### config.mk
export PLATFORM = sky130hd
export DESIGN_NAME = dmem_arbiter_flat
export DESIGN_NICKNAME = d
export VERILOG_FILES = /design/src/rtl/dmem_arbiter_if.sv /design/src/rtl/dmem_arbiter.sv /design/src/flat_wrapper.sv
export SDC_FILE = /design/constraint.sdc
export NUM_CORES = 1
export LEC_CHECK = 0
export CAP_MARGIN = 20
export CORE_ASPECT_RATIO = 0.6
export CORE_UTILIZATION = 30
export CTS_BUF_LIST = sky130_fd_sc_hd__clkbuf_8
export DETAILED_ROUTE_END_ITERATION = 8
export GPL_TIMING_DRIVEN = 0
export PLACE_DENSITY = 0.89
export SLEW_MARGIN = 20
export SYNTH_ARGS = -nofsm -noshare
export SYNTH_HDL_FRONTEND = slang
export SYNTH_SLANG_ARGS = --single-unit
### constraint.sdc
create_clock -name clk -period 2.5 [get_ports clk]
set_input_delay 0.75 -clock clk [delete_from_list [all_inputs] [get_ports clk]]
set_output_delay 0.75 -clock clk [all_outputs]
set_load 0.05 [all_outputs]
### src/rtl/dmem_arbiter_if.sv
// rtl/dmem_arbiter_if.sv - core/host/memory signal bundle around the data memory arbiter
interface dmem_arbiter_if #(
  parameter int ADDR_W = 8,
  parameter int DATA_W = 8
);
  logic              core_req;
  logic              core_we;
  logic [ADDR_W-1:0] core_addr;
  logic [DATA_W-1:0] core_wdata;
  logic              core_gnt;
  logic              core_rvalid;
  logic [DATA_W-1:0] core_rdata;
  logic              core_stall;

  logic              host_req;
  logic              host_we;
  logic              host_lock;
  logic [ADDR_W-1:0] host_addr;
  logic [DATA_W-1:0] host_wdata;
  logic              host_gnt;
  logic              host_rvalid;
  logic [DATA_W-1:0] host_rdata;
  logic              host_locked;

  logic              mem_en;
  logic              mem_we;
  logic [ADDR_W-1:0] mem_addr;
  logic [DATA_W-1:0] mem_wdata;
  logic [DATA_W-1:0] mem_rdata;

  modport slave (
    input  core_req, core_we, core_addr, core_wdata,
    input  host_req, host_we, host_lock, host_addr, host_wdata,
    input  mem_rdata,
    output core_gnt, core_rvalid, core_rdata, core_stall,
    output host_gnt, host_rvalid, host_rdata, host_locked,
    output mem_en, mem_we, mem_addr, mem_wdata
  );

  modport master (
    output core_req, core_we, core_addr, core_wdata,
    output host_req, host_we, host_lock, host_addr, host_wdata,
    output mem_rdata,
    input  core_gnt, core_rvalid, core_rdata, core_stall,
    input  host_gnt, host_rvalid, host_rdata, host_locked,
    input  mem_en, mem_we, mem_addr, mem_wdata
  );
endinterface

### src/rtl/dmem_arbiter.sv
// rtl/dmem_arbiter.sv - core-priority arbiter with host wait guarantee and lock mode for the data memory
module dmem_arbiter #(
  parameter int MAX_WAIT = 4,
  parameter int ADDR_W   = 8,
  parameter int DATA_W   = 8
) (
  input logic          clk,
  input logic          reset_n,
  dmem_arbiter_if.slave bus
);

  typedef enum logic {OPEN, LOCKED} state_t;

  localparam logic [3:0] WAIT_MAX = 4'(MAX_WAIT);

  state_t            state;
  logic [3:0]        wait_cnt;
  logic              host_locked_q;
  logic              core_rvalid_q;
  logic              host_rvalid_q;

  logic              core_gnt;
  logic              host_gnt;
  logic              mux_we;
  logic [ADDR_W-1:0] mux_addr;
  logic [DATA_W-1:0] mux_wdata;

  // Combinational arbitration; everything is forced idle while reset is held.
  always_comb begin
    host_gnt = 1'b0;
    core_gnt = 1'b0;
    if (reset_n) begin
      if (state == LOCKED) begin
        host_gnt = bus.host_req;
      end else begin
        host_gnt = bus.host_req & (~bus.core_req | (wait_cnt == WAIT_MAX));
        core_gnt = bus.core_req & ~host_gnt;
      end
    end
  end

  // Steer the winner's payload onto the memory pins; idle pins read as zero.
  always_comb begin
    mux_we    = 1'b0;
    mux_addr  = '0;
    mux_wdata = '0;
    if (host_gnt) begin
      mux_we    = bus.host_we;
      mux_addr  = bus.host_addr;
      mux_wdata = bus.host_wdata;
    end else if (core_gnt) begin
      mux_we    = bus.core_we;
      mux_addr  = bus.core_addr;
      mux_wdata = bus.core_wdata;
    end
  end

  assign bus.core_gnt    = core_gnt;
  assign bus.host_gnt    = host_gnt;
  assign bus.core_stall  = reset_n & bus.core_req & ~core_gnt;
  assign bus.host_locked = host_locked_q;
  assign bus.mem_en      = core_gnt | host_gnt;
  assign bus.mem_we      = mux_we;
  assign bus.mem_addr    = mux_addr;
  assign bus.mem_wdata   = mux_wdata;
  assign bus.core_rvalid = core_rvalid_q;
  assign bus.host_rvalid = host_rvalid_q;
  // Read data is shared; each consumer qualifies it with its own rvalid.
  assign bus.core_rdata  = bus.mem_rdata;
  assign bus.host_rdata  = bus.mem_rdata;

  // Lock FSM, host starvation counter and one-cycle read response owner flags.
  always_ff @(posedge clk or negedge reset_n) begin
    if (!reset_n) begin
      state         <= OPEN;
      wait_cnt      <= 4'd0;
      host_locked_q <= 1'b0;
      core_rvalid_q <= 1'b0;
      host_rvalid_q <= 1'b0;
    end else begin
      core_rvalid_q <= core_gnt & ~bus.core_we;
      host_rvalid_q <= host_gnt & ~bus.host_we;

      if (host_gnt || !bus.host_req) begin
        wait_cnt <= 4'd0;
      end else if (core_gnt && wait_cnt != WAIT_MAX) begin
        wait_cnt <= wait_cnt + 4'd1;
      end

      case (state)
        OPEN: begin
          if (host_gnt && bus.host_lock) begin
            state         <= LOCKED;
            host_locked_q <= 1'b1;
          end
        end
        LOCKED: begin
          // Leave on the last beat (lock dropped) or when the host abandons.
          if (!bus.host_req || !bus.host_lock) begin
            state         <= OPEN;
            host_locked_q <= 1'b0;
          end
        end
        default: begin
          state         <= OPEN;
          host_locked_q <= 1'b0;
        end
      endcase
    end
  end

endmodule

### src/flat_wrapper.sv
// flat-port wrapper written by rule: the top's interface ports become plain ports
module dmem_arbiter_flat 
#(
  parameter int MAX_WAIT = 4,
  parameter int ADDR_W   = 8,
  parameter int DATA_W   = 8
)
  (clk, reset_n, bus_core_req, bus_core_we, bus_core_addr, bus_core_wdata, bus_host_req, bus_host_we, bus_host_lock, bus_host_addr, bus_host_wdata, bus_mem_rdata, bus_core_gnt, bus_core_rvalid, bus_core_rdata, bus_core_stall, bus_host_gnt, bus_host_rvalid, bus_host_rdata, bus_host_locked, bus_mem_en, bus_mem_we, bus_mem_addr, bus_mem_wdata);
  dmem_arbiter_if #(.ADDR_W(ADDR_W), .DATA_W(DATA_W)) bus_i ();
  input logic clk;
  input logic reset_n;
  input wire logic [$bits(bus_i.core_req)-1:0] bus_core_req;
  input wire logic [$bits(bus_i.core_we)-1:0] bus_core_we;
  input wire logic [$bits(bus_i.core_addr)-1:0] bus_core_addr;
  input wire logic [$bits(bus_i.core_wdata)-1:0] bus_core_wdata;
  input wire logic [$bits(bus_i.host_req)-1:0] bus_host_req;
  input wire logic [$bits(bus_i.host_we)-1:0] bus_host_we;
  input wire logic [$bits(bus_i.host_lock)-1:0] bus_host_lock;
  input wire logic [$bits(bus_i.host_addr)-1:0] bus_host_addr;
  input wire logic [$bits(bus_i.host_wdata)-1:0] bus_host_wdata;
  input wire logic [$bits(bus_i.mem_rdata)-1:0] bus_mem_rdata;
  output wire logic [$bits(bus_i.core_gnt)-1:0] bus_core_gnt;
  output wire logic [$bits(bus_i.core_rvalid)-1:0] bus_core_rvalid;
  output wire logic [$bits(bus_i.core_rdata)-1:0] bus_core_rdata;
  output wire logic [$bits(bus_i.core_stall)-1:0] bus_core_stall;
  output wire logic [$bits(bus_i.host_gnt)-1:0] bus_host_gnt;
  output wire logic [$bits(bus_i.host_rvalid)-1:0] bus_host_rvalid;
  output wire logic [$bits(bus_i.host_rdata)-1:0] bus_host_rdata;
  output wire logic [$bits(bus_i.host_locked)-1:0] bus_host_locked;
  output wire logic [$bits(bus_i.mem_en)-1:0] bus_mem_en;
  output wire logic [$bits(bus_i.mem_we)-1:0] bus_mem_we;
  output wire logic [$bits(bus_i.mem_addr)-1:0] bus_mem_addr;
  output wire logic [$bits(bus_i.mem_wdata)-1:0] bus_mem_wdata;
  assign bus_i.core_req = bus_core_req;
  assign bus_i.core_we = bus_core_we;
  assign bus_i.core_addr = bus_core_addr;
  assign bus_i.core_wdata = bus_core_wdata;
  assign bus_i.host_req = bus_host_req;
  assign bus_i.host_we = bus_host_we;
  assign bus_i.host_lock = bus_host_lock;
  assign bus_i.host_addr = bus_host_addr;
  assign bus_i.host_wdata = bus_host_wdata;
  assign bus_i.mem_rdata = bus_mem_rdata;
  assign bus_core_gnt = bus_i.core_gnt;
  assign bus_core_rvalid = bus_i.core_rvalid;
  assign bus_core_rdata = bus_i.core_rdata;
  assign bus_core_stall = bus_i.core_stall;
  assign bus_host_gnt = bus_i.host_gnt;
  assign bus_host_rvalid = bus_i.host_rvalid;
  assign bus_host_rdata = bus_i.host_rdata;
  assign bus_host_locked = bus_i.host_locked;
  assign bus_mem_en = bus_i.mem_en;
  assign bus_mem_we = bus_i.mem_we;
  assign bus_mem_addr = bus_i.mem_addr;
  assign bus_mem_wdata = bus_i.mem_wdata;
  dmem_arbiter #(.MAX_WAIT(MAX_WAIT), .ADDR_W(ADDR_W), .DATA_W(DATA_W)) u_core (.clk(clk), .reset_n(reset_n), .bus(bus_i));
endmodule
==> run metrics <==
status=finished clean; Area growth syn-to-layout=124.1%; IO Count=87; Rows=14; Max-Cap Viols=0; overall power consumption=739.9 µW; die width=71.81 µm; ys async rst share=100.0%; non-filler cells, final=241; Top delay family on crit path=buffers and inverters; # port buffers=78; Die Y=43.88 µm; WHS=0.3422 ns; CP Launch Type=input port; Most used DFF post-synth=dfrtp_1; Final ANT Viol Nets=0; sw power=306.0 µW; Slew Limit Fails=0; vias in the first global route=1199; Post-Synth Adder-Cell Area=2.853%; post-synthesis simple-gate area fraction=29.96%; DRC errors left=0; Internal=433.8 µW; Synth Register Bits=8; filler instances=189; Vias=1272; post-synthesis sequential area ratio=22.82%; Initial DRT Pass Iterations=5; later-pin clock latency in the skew report=0.23 ns; worst vdd ir=0.0001983 V; DR vias/cell=5.278; initial antenna violation count=0; routed wire length=3804 µm; grt total ovfl=0; Starting Density=33.38%; Crit Path Max Fanout=9; synth cell count leaders=39 x nand2_1, 18 x o22ai_1, 16 x buf_4; pwr dens=376.4 mW/mm²; sw frac=41.37%; placed cells=234; mux share of post-synthesis cell area=0%; Synth area leader=dfrtp_1; Layout Nets=260; cts bufs inserted=3; full die area=0.003151 mm²; Post-DP Area=0.001793 mm²; Layout Skew=0.001272 ns; leakage=0.0008629 µW; CP endpoint kind=primary output; most common cell in the synthesized netlist=nand2_1; CTS sink count=8; Worst-Margin Slew=0.5047 ns; Syn Inst Count=124; clock buffer depth=2; Overall Global Routing Usage=22.13%; final worst path period need=2.479 ns; Synth Area in XOR/XNOR=0%; global-route wire length before repair=5271 µm; Most common cell on crit path=buf_4; worst path cell trace=buf_4, and4b_4, nand2b_4, buf_12, o22ai_2, buf_4; post-synth net total=173; core area=0.002628 mm²; area occupied by multi-input gates=648.1 µm²; Synth area leaders=dfrtp_1 23%, nand2_1 17%, buf_4 14%; gp weighted congestion=0.8685; first-iteration detailed-routing DRC count=56; Hold Fails Final Rpt=0; clock power share=21.0%; sequential power share=19.1%; Max stage delay on crit path=0.22 ns; fin area=0.001966 mm²; Slowest-stage cell, CP=buf_4; hpwl dp=2765 µm; root buffer cell=clkbuf_8; Sequential Area=200.2 µm²; clk slew on worst S/H paths=0.04 ns; diode count=0; Syn Area/Cell=7.073 µm²; fin crit share=99.17%; Worst EP arrival=1.73 ns; final core utilization=74.81%; main combinational cell family by area after synthesis=simple AND/OR/NAND/NOR gates; Gate power share=60.0%; share of cells above drive strength 1=40.19%; mapped cell area=877.1 µm²; Max-slew headroom=66.25%; Critical path buffers and inverters=3; post-DR wirelength/cell=15.78 µm; Setup CP Type=in -> out; Synth Area in Compound Gates=22.40%; Fmax=403.4 MHz; Syn. warnings=0; area fraction of the dominant cell type after synthesis=22.82%; Post-synth EDFFs=0; post-synth cell types=31; critical path data required time=1.75 ns; pin count of the biggest net entering global routing=11; setup violators final=0; H-tree levels=1; CTS tree=built; Hold Path Class=in -> async
-- cell families (layout without fill, tap and decap cells) --
| logic type | count (synthesis) | in the layout |
|---|---|---|
| simple gates | 56 | 56 |
| buf+inv | 29 | 114 |
| compound gates | 29 | 29 |
| fa+ha+maj | 2 | 2 |
| flops | 8 | 8 |
-- cell usage in the layout (no fill, tap or decap), types with 2 or more instances in the layout --
| master | n |
|---|---|
| o31ai_1 | 2 |
| buf_2 | 3 |
| o22ai_4 | 2 |
| buf_4 | 28 |
| o21ai_0 | 2 |
| inv_2 | 2 |
| buf_6 | 18 |
| nand2b_4 | 2 |
| dfrtp_1 | 8 |
| nor2_1 | 2 |
| inv_1 | 2 |
| nand2_1 | 38 |
| nand3_1 | 3 |
| o22ai_2 | 15 |
| clkdlybuf4s50_1 | 54 |
| clkbuf_8 | 3 |
| buf_12 | 2 |
-- worst paths after layout --
check / depth (start not counted) / slack, ns / from / to
setup / recovery: 6 / 0.02 / bus_host_req / bus_mem_addr[1]
hold / removal: 1 / 0.34 / reset_n / u_core.wait_cnt[2]
setup reg to reg: 6 / 1.13 / u_core.wait_cnt[0] / u_core.bus.core_rvalid
hold reg to reg: 2 / 0.57 / u_core.wait_cnt[3] / u_core.wait_cnt[3]
max in group asynchronous: 1 / 2.02 / reset_n / u_core.wait_cnt[1]
min in group clk: 2 / 0.57 / u_core.wait_cnt[3] / u_core.wait_cnt[3]
-- per-layer routing --
metal	vias to the layer above	track usage [%]	wire, µm
met4	0	1.961	22
met3	2	7.674	332
li1	586	-	-
met1	622	25.59	1426
met2	62	41.51	2022
met5	-	0	0
-- power by group through the flow --
stage                     clock (µW)  sequential [µW]  combinational, µW
after floorplan                    0              160                234
after CTS                        157              141                422
after global placement             0              143                401
after global routing             170              142                460
final                            155              141                444
after detailed placement           0              143                409
-- cell type report --
type	count	area share (%)
buffer	24	10.44
clock buffer	3	2.101
inverter	4	0.7638
multi-input combinational	87	32.97
sequential	8	10.18
tap	32	2.037
timing repair buffer	83	41.50
-- flip-flops by register name, indices dropped and copies added (netlist names) --
name	flops
u_core.bus.host_locked	1
u_core.state	1
u_core.wait_cnt	4
u_core.bus.host_rvalid	1
u_core.bus.core_rvalid	1
-- timing repair --
action                                  4_1_cts  5_1_grt
gates cloned                                  0        0
pin swaps                                     2        0
setup buffers                                 5        0
hold buffers                                  0        0
endpoints found under the setup margin       21       20
resized for setup                           157       29
-- stage by stage --
step | TNS [ns] | worst slack [ns]
detailed placement | -29.67 | -1.505
CTS | 0 | 0.0004107
finish | 0 | 0.02083
global placement | -28.36 | -1.414
floorplan | -1.113 | -0.2619
global route | -0.01251 | -0.01251
No activity file was read; power rests on OpenSTA's default activity.
